`src/rtl/shift_in_if.sv`:
```
// Parallel-side bundle of the serial receiver: strobe, serial bit, ack in;
// assembled word, valid, overrun and busy out.
interface shift_in_if #(
  parameter int WIDTH = 8
) ();
  logic             ena;
  logic             data_in;
  logic             data_ack;
  logic [WIDTH-1:0] data_out;
  logic             data_valid;
  logic             overrun;
  logic             busy;

  modport master (
    output ena, data_in, data_ack,
    input  data_out, data_valid, overrun, busy
  );

  modport slave (
    input  ena, data_in, data_ack,
    output data_out, data_valid, overrun, busy
  );
endinterface

```
`src/rtl/shift_in.sv`:
```
// LSB-first serial-to-parallel receiver with valid/ack handshake and sticky
// overrun flag. Word framing is fixed by reset alone.
module shift_in #(
  parameter int WIDTH = 8
) (
  input  logic       clk,
  input  logic       rst,
  shift_in_if.slave  bus
);
  localparam int CW = (WIDTH > 1) ? $clog2(WIDTH) : 1;
  localparam logic [CW-1:0] LAST = CW'(WIDTH - 1);

  logic [WIDTH-1:0] sr_q, sr_d;
  logic [WIDTH-1:0] data_out_q, data_out_d;
  logic [CW-1:0]    cnt_q, cnt_d;
  logic             data_valid_q, data_valid_d;
  logic             overrun_q, overrun_d;
  logic [WIDTH-1:0] shifted;
  logic             complete;

  assign shifted  = {bus.data_in, sr_q[WIDTH-1:1]};
  assign complete = bus.ena && (cnt_q == LAST);

  always_comb begin
    // NOTE: every signal gets its hold value first so no path infers a latch.
    sr_d         = sr_q;
    cnt_d        = cnt_q;
    data_out_d   = data_out_q;
    data_valid_d = data_valid_q;
    overrun_d    = overrun_q;

    if (bus.ena) begin
      sr_d  = shifted;
      cnt_d = cnt_q + CW'(1);
    end

    if (complete) begin
      cnt_d        = '0;
      data_out_d   = shifted;
      data_valid_d = 1'b1;
      // A coincident ack consumes the old word, so only an un-acked one overflows.
      if (data_valid_q && !bus.data_ack) overrun_d = 1'b1;
    end else if (data_valid_q && bus.data_ack) begin
      data_valid_d = 1'b0;
    end
  end

  // NOTE: reset is sampled on the clock edge only (synchronous, active-low),
  // and all state uses <= so every flop updates from pre-edge values.
  always_ff @(posedge clk) begin
    if (!rst) begin
      sr_q         <= '0;
      cnt_q        <= '0;
      data_out_q   <= '0;
      data_valid_q <= 1'b0;
      overrun_q    <= 1'b0;
    end else begin
      sr_q         <= sr_d;
      cnt_q        <= cnt_d;
      data_out_q   <= data_out_d;
      data_valid_q <= data_valid_d;
      overrun_q    <= overrun_d;
    end
  end

  assign bus.data_out   = data_out_q;
  assign bus.data_valid = data_valid_q;
  assign bus.overrun    = overrun_q;
  assign bus.busy       = (cnt_q != '0);
endmodule

```
`src/flat_wrapper.sv`:
```
// flat-port wrapper written by rule: the top's interface ports become plain ports
module shift_in_flat 
#(
  parameter int WIDTH = 8
)
  (clk, rst, bus_ena, bus_data_in, bus_data_ack, bus_data_out, bus_data_valid, bus_overrun, bus_busy);
  shift_in_if #(.WIDTH(WIDTH)) bus_i ();
  input  logic clk;
  input  logic rst;
  input wire logic [$bits(bus_i.ena)-1:0] bus_ena;
  input wire logic [$bits(bus_i.data_in)-1:0] bus_data_in;
  input wire logic [$bits(bus_i.data_ack)-1:0] bus_data_ack;
  output wire logic [$bits(bus_i.data_out)-1:0] bus_data_out;
  output wire logic [$bits(bus_i.data_valid)-1:0] bus_data_valid;
  output wire logic [$bits(bus_i.overrun)-1:0] bus_overrun;
  output wire logic [$bits(bus_i.busy)-1:0] bus_busy;
  assign bus_i.ena = bus_ena;
  assign bus_i.data_in = bus_data_in;
  assign bus_i.data_ack = bus_data_ack;
  assign bus_data_out = bus_i.data_out;
  assign bus_data_valid = bus_i.data_valid;
  assign bus_overrun = bus_i.overrun;
  assign bus_busy = bus_i.busy;
  shift_in #(.WIDTH(WIDTH)) u_core (.clk(clk), .rst(rst), .bus(bus_i));
endmodule
```
`config.mk`:
```
export PLATFORM = sky130hd
export DESIGN_NAME = shift_in_flat
export DESIGN_NICKNAME = d
export VERILOG_FILES = /design/src/rtl/shift_in_if.sv /design/src/rtl/shift_in.sv /design/src/flat_wrapper.sv
export SDC_FILE = /design/constraint.sdc
export NUM_CORES = 1
export LEC_CHECK = 0
export ABC_CLOCK_PERIOD_IN_PS = 1240
export BUFFER_PORTS_ARGS = -buffer_cell sky130_fd_sc_hd__buf_4
export CAP_MARGIN = 10
export CORE_MARGIN = 3
export CORE_UTILIZATION = 46
export CTS_BUF_LIST = sky130_fd_sc_hd__clkbuf_16
export CTS_CLUSTER_SIZE = 24
export DETAILED_ROUTE_END_ITERATION = 16
export PLACE_DENSITY = 0.81
export SLEW_MARGIN = 20
export SYNTH_ARGS = -nofsm -noshare
export SYNTH_HDL_FRONTEND = slang
export SYNTH_SLANG_ARGS = --single-unit
```
`constraint.sdc`:
```
create_clock -name clk -period 1.24 [get_ports clk]
set_input_delay 0.248 -clock clk [delete_from_list [all_inputs] [get_ports clk]]
set_output_delay 0.248 -clock clk [all_outputs]
set_load 0.01 [all_outputs]
```
==> impl_metrics.ini, run 1 <==
[hold_path]
hold_class = input port to flop

[power_and_ir_drop]
vdd_drop_max_mv = 1.19
p_int_uw = 1140
p_sw_share_pct = 20.2
power_frac_seq_pct = 46.3
p_comb_share_pct = 7.7
power_uw = 1420
p_sw_uw = 288
p_per_area_nw_per_um2 = 1230
cellLeakagePower_uw = 0.000474
pwr-share-clk_pct = 46.0

[clocking]
cts_max_level = 1
clk_latency_ns = 0.25
cts_inserted_buffers = 3
cts_num_sinks = 20
cts_tree = yes
clockBufferDepth = 2
path_clk_slew_ns = 0.06
cts_root_buf = clkbuf_16
ctsHoldBuffers = 0

[worst_setup_path]
end_kind = flop
crit_type = flop to flop
critical_path.max_fanout = 3
critPathMaxStageDelay_ns = 0.37
r2r_slack_ns = -0.03
arrival_ns = 1.45
startpoint_type = flop
crit_buf_inv = 0
cp.required_ns = 1.42
critPathSlowestCell = or3b_1
path_delay_family = adder cells
crit_chain = ha_2 > ha_4 > or3b_1 > a21oi_2

[grt]
grt_pass1_wl_um = 2830
grt_max_degree = 21
grt_pass1_vias = 631
grt.overflow.total = 0
antenna_found_initial = 0
grt.total_usage_pct = 14.8

[placement]
gp_congestion = 0.727
port_buffers = 15
hpwl_um = 1060
post-place-cells = 125
place_ws_ns = -0.0393
post_dp_cell_area_um2 = 1000

[synth]
synth_warnings = 0
ys_ff_latch = 20
ys_types = 16
netlist_instances = 87
avgSynthCellArea_um2 = 9.62
ys_seq_area_share_pct = 47.8
syn_area_um2 = 837
syn_nets = 95

[drt]
drt_iter0_drc = 4
drt-pass1-iter-count = 4
wl_per_cell_um = 13.2
wl_um = 1720
drt_drc_violations_left = 0
routed_via_density = 5.05
detail-route-antenna-nets = 0
vias = 656

[floorplanning]
core_um2 = 1610
num_rows = 14
die_h_um = 48.7
initial_utilization_pct = 51.9
die_area_um2 = 2370
io_pins = 16
die-width_um = 48.7

[final_layout]
area_growth_pct = 38.7
layout.nets = 115
antenna_cells = 0
fin_cells = 130
drive_above_1_share_pct = 35.8
most-common-layout-cells = dfxtp_1 (18), buf_4 (17), nand3_1 (8), a21bo_1 (8)
layout_commonest_cell = dfxtp_1
postLayoutCoreUtil_pct = 72.0
design_area_um2 = 1160

[timing]
finalHoldViolations = 0
finalCritPeriodShare_pct = 103
slew_headroom_pct = 84.9
final.setup.worst_slack_ns = -0.0333
rsz0062_at_grt = yes
slew_viol_final = 0
skew_ns = 0.00185
fmax_mhz = 785
period_minus_slack_ns = 1.27
worst_pin_slew_ns = 0.226
setup_viol = 2

[run_status]
status = finished with violations
violations = setup timing

[job]
drv_cap = 0
cell type report:
class	count	area, µm²
inverter	4	20.0
clock inverter	1	3.75
fill	119	450
clock buffer	3	75.1
multi-input combinational	56	437
sequential	20	403
timing repair buffer	22	193
tap	24	30.0
Yosys cell counts:
cell type / number / area (µm²)
ha_1: 3 / 37.5
clkbuf_1: 2 / 7.51
or3b_1: 1 / 8.76
nand3b_1: 2 / 15.0
a21bo_1: 8 / 80.1
nand3_1: 8 / 40.0
inv_1: 4 / 15.0
dfxtp_1: 20 / 400
nand2_1: 1 / 3.75
nand4b_1: 1 / 8.76
a21oi_1: 13 / 65.1
mux2i_1: 7 / 70.1
buf_2: 4 / 20.0
nand2b_1: 5 / 31.3
buf_4: 1 / 7.51
nor2_1: 7 / 26.3
flip-flops by register name, summed over array words and instances (netlist names):
name	cells
u_core.bus.data_out	8
u_core.bus.data_valid	1
u_core.bus.overrun	1
u_core.cnt_q	3
u_core.sr_q	7
worst reg2reg max path, cell delays in order, from the launching register on:
cell	delay, ns
dfxtp_2	0.32
ha_2	0.20
ha_4	0.17
or3b_1	0.37
a21oi_2	0.13
cell families (layout without fill, tap and decap cells):
kind of cell             after synthesis  in the layout  synth area share (%)
multiplexers                           7              7                  8.37
AO/OA/AOI/OAI                         21             21                  17.3
flip-flops                            20             20                  47.8
buffers and inverters                 11             30                  5.98
adder cells (fa/ha/maj)                3              3                  4.48
AND/OR/NAND/NOR                       25             25                  16.0
power groups by stage:
stage	registers (µW)	clock network (µW)	logic (µW)
6_report	660	655	109
4_1_cts	660	662	104
3_3_place_gp	671	0	87.5
2_1_floorplan	671	0	52.5
3_5_place_dp	672	0	88.4
5_1_grt	661	701	120
final timing paths:
check	startpoint	to	cells after the start
max reg2reg	u_core.cnt_q[0]	u_core.cnt_q[0]	4
min	bus_data_in	u_core.sr_q[7]	3
min reg2reg	u_core.bus.overrun	u_core.bus.overrun	2
max	u_core.cnt_q[0]	u_core.cnt_q[0]	4
stage by stage:
step	hold slack, ns	setup TNS [ns]
after floorplan	0.395	0
after global placement	0.438	0
after detailed placement	0.453	-0.243
after CTS	0.269	-0.0379
after global routing	0.283	-0.388
final	0.259	-0.0656
timing repair:
action	in CTS	in global routing
pin swaps	0	4
setup buffers	1	0
gates resized for setup	15	6
setup endpoints to repair	13	12
layer usage:
layer / vias to the layer above / track usage, % / wire [µm]
met3: 0 / 3.07 / 49
met4: 0 / 1.90 / 0
met2: 8 / 26.2 / 862
li1: 331 / - / -
met5: - / 0 / 0
met1: 317 / 18.7 / 805
Power figures use the tool's default switching activity.
==> inputs of run 2 (changes only) <==
==> constraint.sdc (replaced) <==
create_clock -name clk -period 1.24 [get_ports clk]
set_input_delay 0.248 -clock clk [delete_from_list [all_inputs] [get_ports clk]]
set_output_delay 0.248 -clock clk [all_outputs]
set_load 0.005 [all_outputs]
==> impl_metrics.ini, run 2 (synthesis gave the netlist of run 1 again) <==
[run_status]
status = finished with violations
violations = setup timing

[clocking]
ctsHoldBuffers = 0
clk_latency_ns = 0.25
cts_inserted_buffers = 3
clockBufferDepth = 2
path_clk_slew_ns = 0.06
cts_num_sinks = 20
cts_tree = yes
cts_root_buf = clkbuf_16
cts_max_level = 1

[timing]
finalHoldViolations = 0
slew_viol_final = 0
slew_headroom_pct = 84.9
finalCritPeriodShare_pct = 103
period_minus_slack_ns = 1.27
rsz0062_at_grt = yes
fmax_mhz = 785
skew_ns = 0.00185
worst_pin_slew_ns = 0.226
final.setup.worst_slack_ns = -0.0333
setup_tns_ns = -0.0632
setup_viol = 2

[grt]
grt_pass1_wl_um = 2830
grt.overflow.total = 0
grt.total_usage_pct = 14.8
grt_max_degree = 21
grt_pass1_vias = 631
antenna_found_initial = 0

[floorplanning]
core_um2 = 1610
die_h_um = 48.7
die_area_um2 = 2370
die-width_um = 48.7
initial_utilization_pct = 51.9
io_pins = 16
num_rows = 14

[drt]
wl_um = 1720
drt_drc_violations_left = 0
drt_iter0_drc = 4
vias = 656
wl_per_cell_um = 13.2
detail-route-antenna-nets = 0
drt-pass1-iter-count = 4
routed_via_density = 5.05

[final_layout]
layout_commonest_cell = dfxtp_1
drive_above_1_share_pct = 35.8
layout.nets = 115
fin_cells = 130
largest_reg_flops = 8
most-common-layout-cells = dfxtp_1 (18), buf_4 (17), nand3_1 (8), a21bo_1 (8)
area_growth_pct = 38.7
nFillCells = 119
antenna_cells = 0

[worst_setup_path]
r2r_end = u_core.cnt_q[0]
r2r_slack_ns = -0.03
arrival_ns = 1.45
crit_type = flop to flop
rr_startpoint = u_core.cnt_q[0]
critical_path.max_fanout = 3
cp.required_ns = 1.42
ff2ff_path_depth = 4
startpoint_type = flop
end_kind = flop

[power_and_ir_drop]
vdd_drop_max_mv = 1.19
p_per_area_nw_per_um2 = 1230
cellLeakagePower_uw = 0.000474

[hold_path]
hold_end = u_core.sr_q[7]
hp-start = bus_data_in
hold_class = input port to flop
hold_depth = 3

[placement]
hpwl_um = 1060
gp_congestion = 0.727
port_buffers = 15
post-place-cells = 125

[job]
drv_cap = 0
## run 2: cell counts in the layout (fill, tap and decap cells not counted)
No cell type changed its count.
## run 2: final cells by class
class                      count  area, µm²  share of cell area (%)
clock buffer                   3       75.1                    6.47
multi-input combinational     56        437                    37.6
inverter                       4       20.0                    1.72
clock inverter                 1       3.75                   0.323
timing repair buffer          22        193                    16.6
sequential                    20        403                    34.7
tap                           24       30.0                    2.59
## run 2: stage by stage
step / area (µm²) / total power [µW] / hold slack, ns / util (%) / setup WS [ns]
after floorplan: 837 / 722 / 0.395 / - / 0.0335
after global placement: 1000 / 757 / 0.438 / 62.2 / 0.00330
after detailed placement: 1000 / 759 / 0.453 / 62.2 / -0.0393
after CTS: 1140 / 1420 / 0.269 / 70.7 / -0.0262
after global routing: 1160 / 1480 / 0.283 / 72.0 / -0.0735
final: 1160 / 1420 / 0.259 / 72.0 / -0.0333
## run 2: worst max-delay path, stage by stage, from the launching register on
cell and delay [ns]:
dfxtp_2 0.32, ha_2 0.20, ha_4 0.17, or3b_1 0.37, a21oi_2 0.13
## run 2: worst max-delay path by stage
stage	start	to	slack, ns	cells past startpoint
after detailed placement	u_core.cnt_q[0]	u_core.bus.data_out[5]	-0.04	5
final	u_core.cnt_q[0]	u_core.cnt_q[0]	-0.03	4
after CTS	u_core.cnt_q[1]	bus_busy	-0.03	5
after global placement	u_core.cnt_q[0]	u_core.bus.data_out[5]	0.003	5
after global routing	u_core.cnt_q[0]	u_core.cnt_q[0]	-0.07	4
after floorplan	u_core.cnt_q[0]	u_core.bus.data_out[3]	0.03	5
## run 2: per-layer routing
metal  GRT usage, %  up-vias  wire, µm
li1               -      331         -
met3           3.07        0        49
met5              0        -         0
met2           26.2        8       862
met1           18.7      317       806
met4           1.90        0         0
## run 2: what timing repair did
item                                    in CTS  in global routing
buffers inserted                             1                  0
cloned                                       0                  0
resized for setup                           15                  6
pin swaps                                    0                  5
endpoints found under the setup margin      13                 12
## run 2: power breakdown
group | switching, µW | internal, µW
clock | 226 | 429
sequential | 7.51 | 653
combinational | 52.4 | 55.5
==> inputs of run 3 (changes only) <==
--- a/config.mk
+++ b/config.mk
@@ -5,15 +5,14 @@
 export SDC_FILE = /design/constraint.sdc
 export NUM_CORES = 1
 export LEC_CHECK = 0
-export ABC_CLOCK_PERIOD_IN_PS = 1240
+export ABC_CLOCK_PERIOD_IN_PS = 1300
 export BUFFER_PORTS_ARGS = -buffer_cell sky130_fd_sc_hd__buf_4
 export CAP_MARGIN = 10
-export CORE_MARGIN = 3
-export CORE_UTILIZATION = 46
+export CORE_UTILIZATION = 51
 export CTS_BUF_LIST = sky130_fd_sc_hd__clkbuf_16
 export CTS_CLUSTER_SIZE = 24
 export DETAILED_ROUTE_END_ITERATION = 16
-export PLACE_DENSITY = 0.81
+export PLACE_DENSITY = 0.84
 export SLEW_MARGIN = 20
 export SYNTH_ARGS = -nofsm -noshare
 export SYNTH_HDL_FRONTEND = slang
==> constraint.sdc (replaced) <==
create_clock -name clk -period 1.3 [get_ports clk]
set_input_delay 0.26 -clock clk [delete_from_list [all_inputs] [get_ports clk]]
set_output_delay 0.26 -clock clk [all_outputs]
set_load 0.005 [all_outputs]
==> impl_metrics.ini, run 3 (synthesis gave the netlist of run 1 again) <==
[run_status]
status = complete, no violations

[worst_setup_path]
startpoint_type = flop
end_kind = flop
critical_path.max_fanout = 8
crit_type = flop to flop
arrival_ns = 1.47
ff2ff_path_depth = 5
cp.required_ns = 1.47

[placement]
post-place-cells = 117
port_buffers = 15
gp_congestion = 0.709
hpwl_um = 1040

[floorplanning]
io_pins = 16
die-width_um = 42.5
die_area_um2 = 1810
core_um2 = 1520
num_rows = 14
initial_utilization_pct = 54.9
die_h_um = 42.5

[timing]
worst_pin_slew_ns = 0.190
hold_ws_ns = 0.263
period_minus_slack_ns = 1.30
skew_ns = 0.00225
finalHoldViolations = 0
fmax_mhz = 770
slew_headroom_pct = 87.0
finalCritPeriodShare_pct = 99.9
rsz0062_at_grt = yes
setup_viol = 0
slew_viol_final = 0

[clocking]
clockBufferDepth = 2
clk_latency_ns = 0.25
ctsHoldBuffers = 0
path_clk_slew_ns = 0.05
cts_root_buf = clkbuf_16
cts_inserted_buffers = 3
cts_num_sinks = 20
cts_max_level = 1
cts_tree = yes

[drt]
detail-route-antenna-nets = 0
routed_via_density = 5.54
vias = 676
drt-pass1-iter-count = 5
wl_um = 1800
wl_per_cell_um = 14.8
drt_drc_violations_left = 0
drt_iter0_drc = 17

[hold_path]
hold_class = input port to flop
hold_depth = 3

[final_layout]
nFillCells = 108
fin_cells = 122
most-common-layout-cells = buf_4 (20), dfxtp_1 (18), a21oi_1 (10)
area_growth_pct = 34.7
layout.nets = 116
largest_reg_flops = 8
antenna_cells = 0
drive_above_1_share_pct = 34.0
layout_commonest_cell = buf_4

[power_and_ir_drop]
vdd_drop_max_mv = 0.814
p_per_area_nw_per_um2 = 1190
cellLeakagePower_uw = 0.000472
power_uw = 1350

[grt]
antenna_found_initial = 0
grt_max_degree = 21
grt.total_usage_pct = 21.6
grt.overflow.total = 0
grt_pass1_vias = 651
grt_pass1_wl_um = 2880

[job]
drv_cap = 0
[run 3: cell type report]
cell class / instances / area, µm² / share of cell area (%)
sequential: 20 / 403 / 35.7
timing repair buffer: 23 / 184 / 16.3
tap: 16 / 20.0 / 1.78
clock buffer: 3 / 75.1 / 6.66
multi-input combinational: 56 / 425 / 37.7
inverter: 4 / 20.0 / 1.78
[run 3: worst max-delay path: stages, from the launching register on]
cell	delay, ns
dfxtp_2	0.32
ha_2	0.20
ha_4	0.17
buf_4	0.16
a21bo_1	0.22
a21oi_2	0.15
[run 3: path summary, 6_finish.rpt]
| check | from | to | slack (ns) |
|---|---|---|---|
| setup reg to reg | u_core.cnt_q[0] | u_core.bus.data_out[4] | 0.0008 |
| hold / removal | bus_data_in | u_core.sr_q[7] | 0.26 |
| hold reg to reg | u_core.bus.overrun | u_core.bus.overrun | 0.45 |
| setup / recovery | u_core.cnt_q[0] | u_core.bus.data_out[4] | 0.0008 |
[run 3: repair_timing]
action,in CTS,in global routing
resized for setup,10,7
setup buffers,1,1
pin swaps,1,2
endpoints found under the setup margin,8,10
[run 3: through the flow]
step	TNS, ns	setup slack [ns]	utilization, %	cell area (µm²)
3_3_place_gp	0	0.0495	64.3	980
3_5_place_dp	-0.00391	-0.00391	64.3	980
5_1_grt	-0.0598	-0.0459	74.0	1130
6_report	0	0.000850	74.0	1130
4_1_cts	0	0.00855	71.6	1090
2_1_floorplan	0	0.0935	-	837
[run 3: power by group]
group	total (µW)	leakage [µW]	internal (µW)	switching (µW)
Combinational	101	0.000273	51.6	49.9
Sequential	630	0.000162	623	7.17
Clock	614	0.0000370	405	209
Total	1350	0.000472	1080	267
[run 3: per-layer routing]
layer | up-vias | global-route usage (%) | part of all wire [%]
met4 | 0 | 9.38 | 1.9
met1 | 315 | 27.8 | 45
met5 | - | 0 | 0
li1 | 337 | - | -
met3 | 6 | 3.88 | 3.3
met2 | 18 | 35.1 | 49
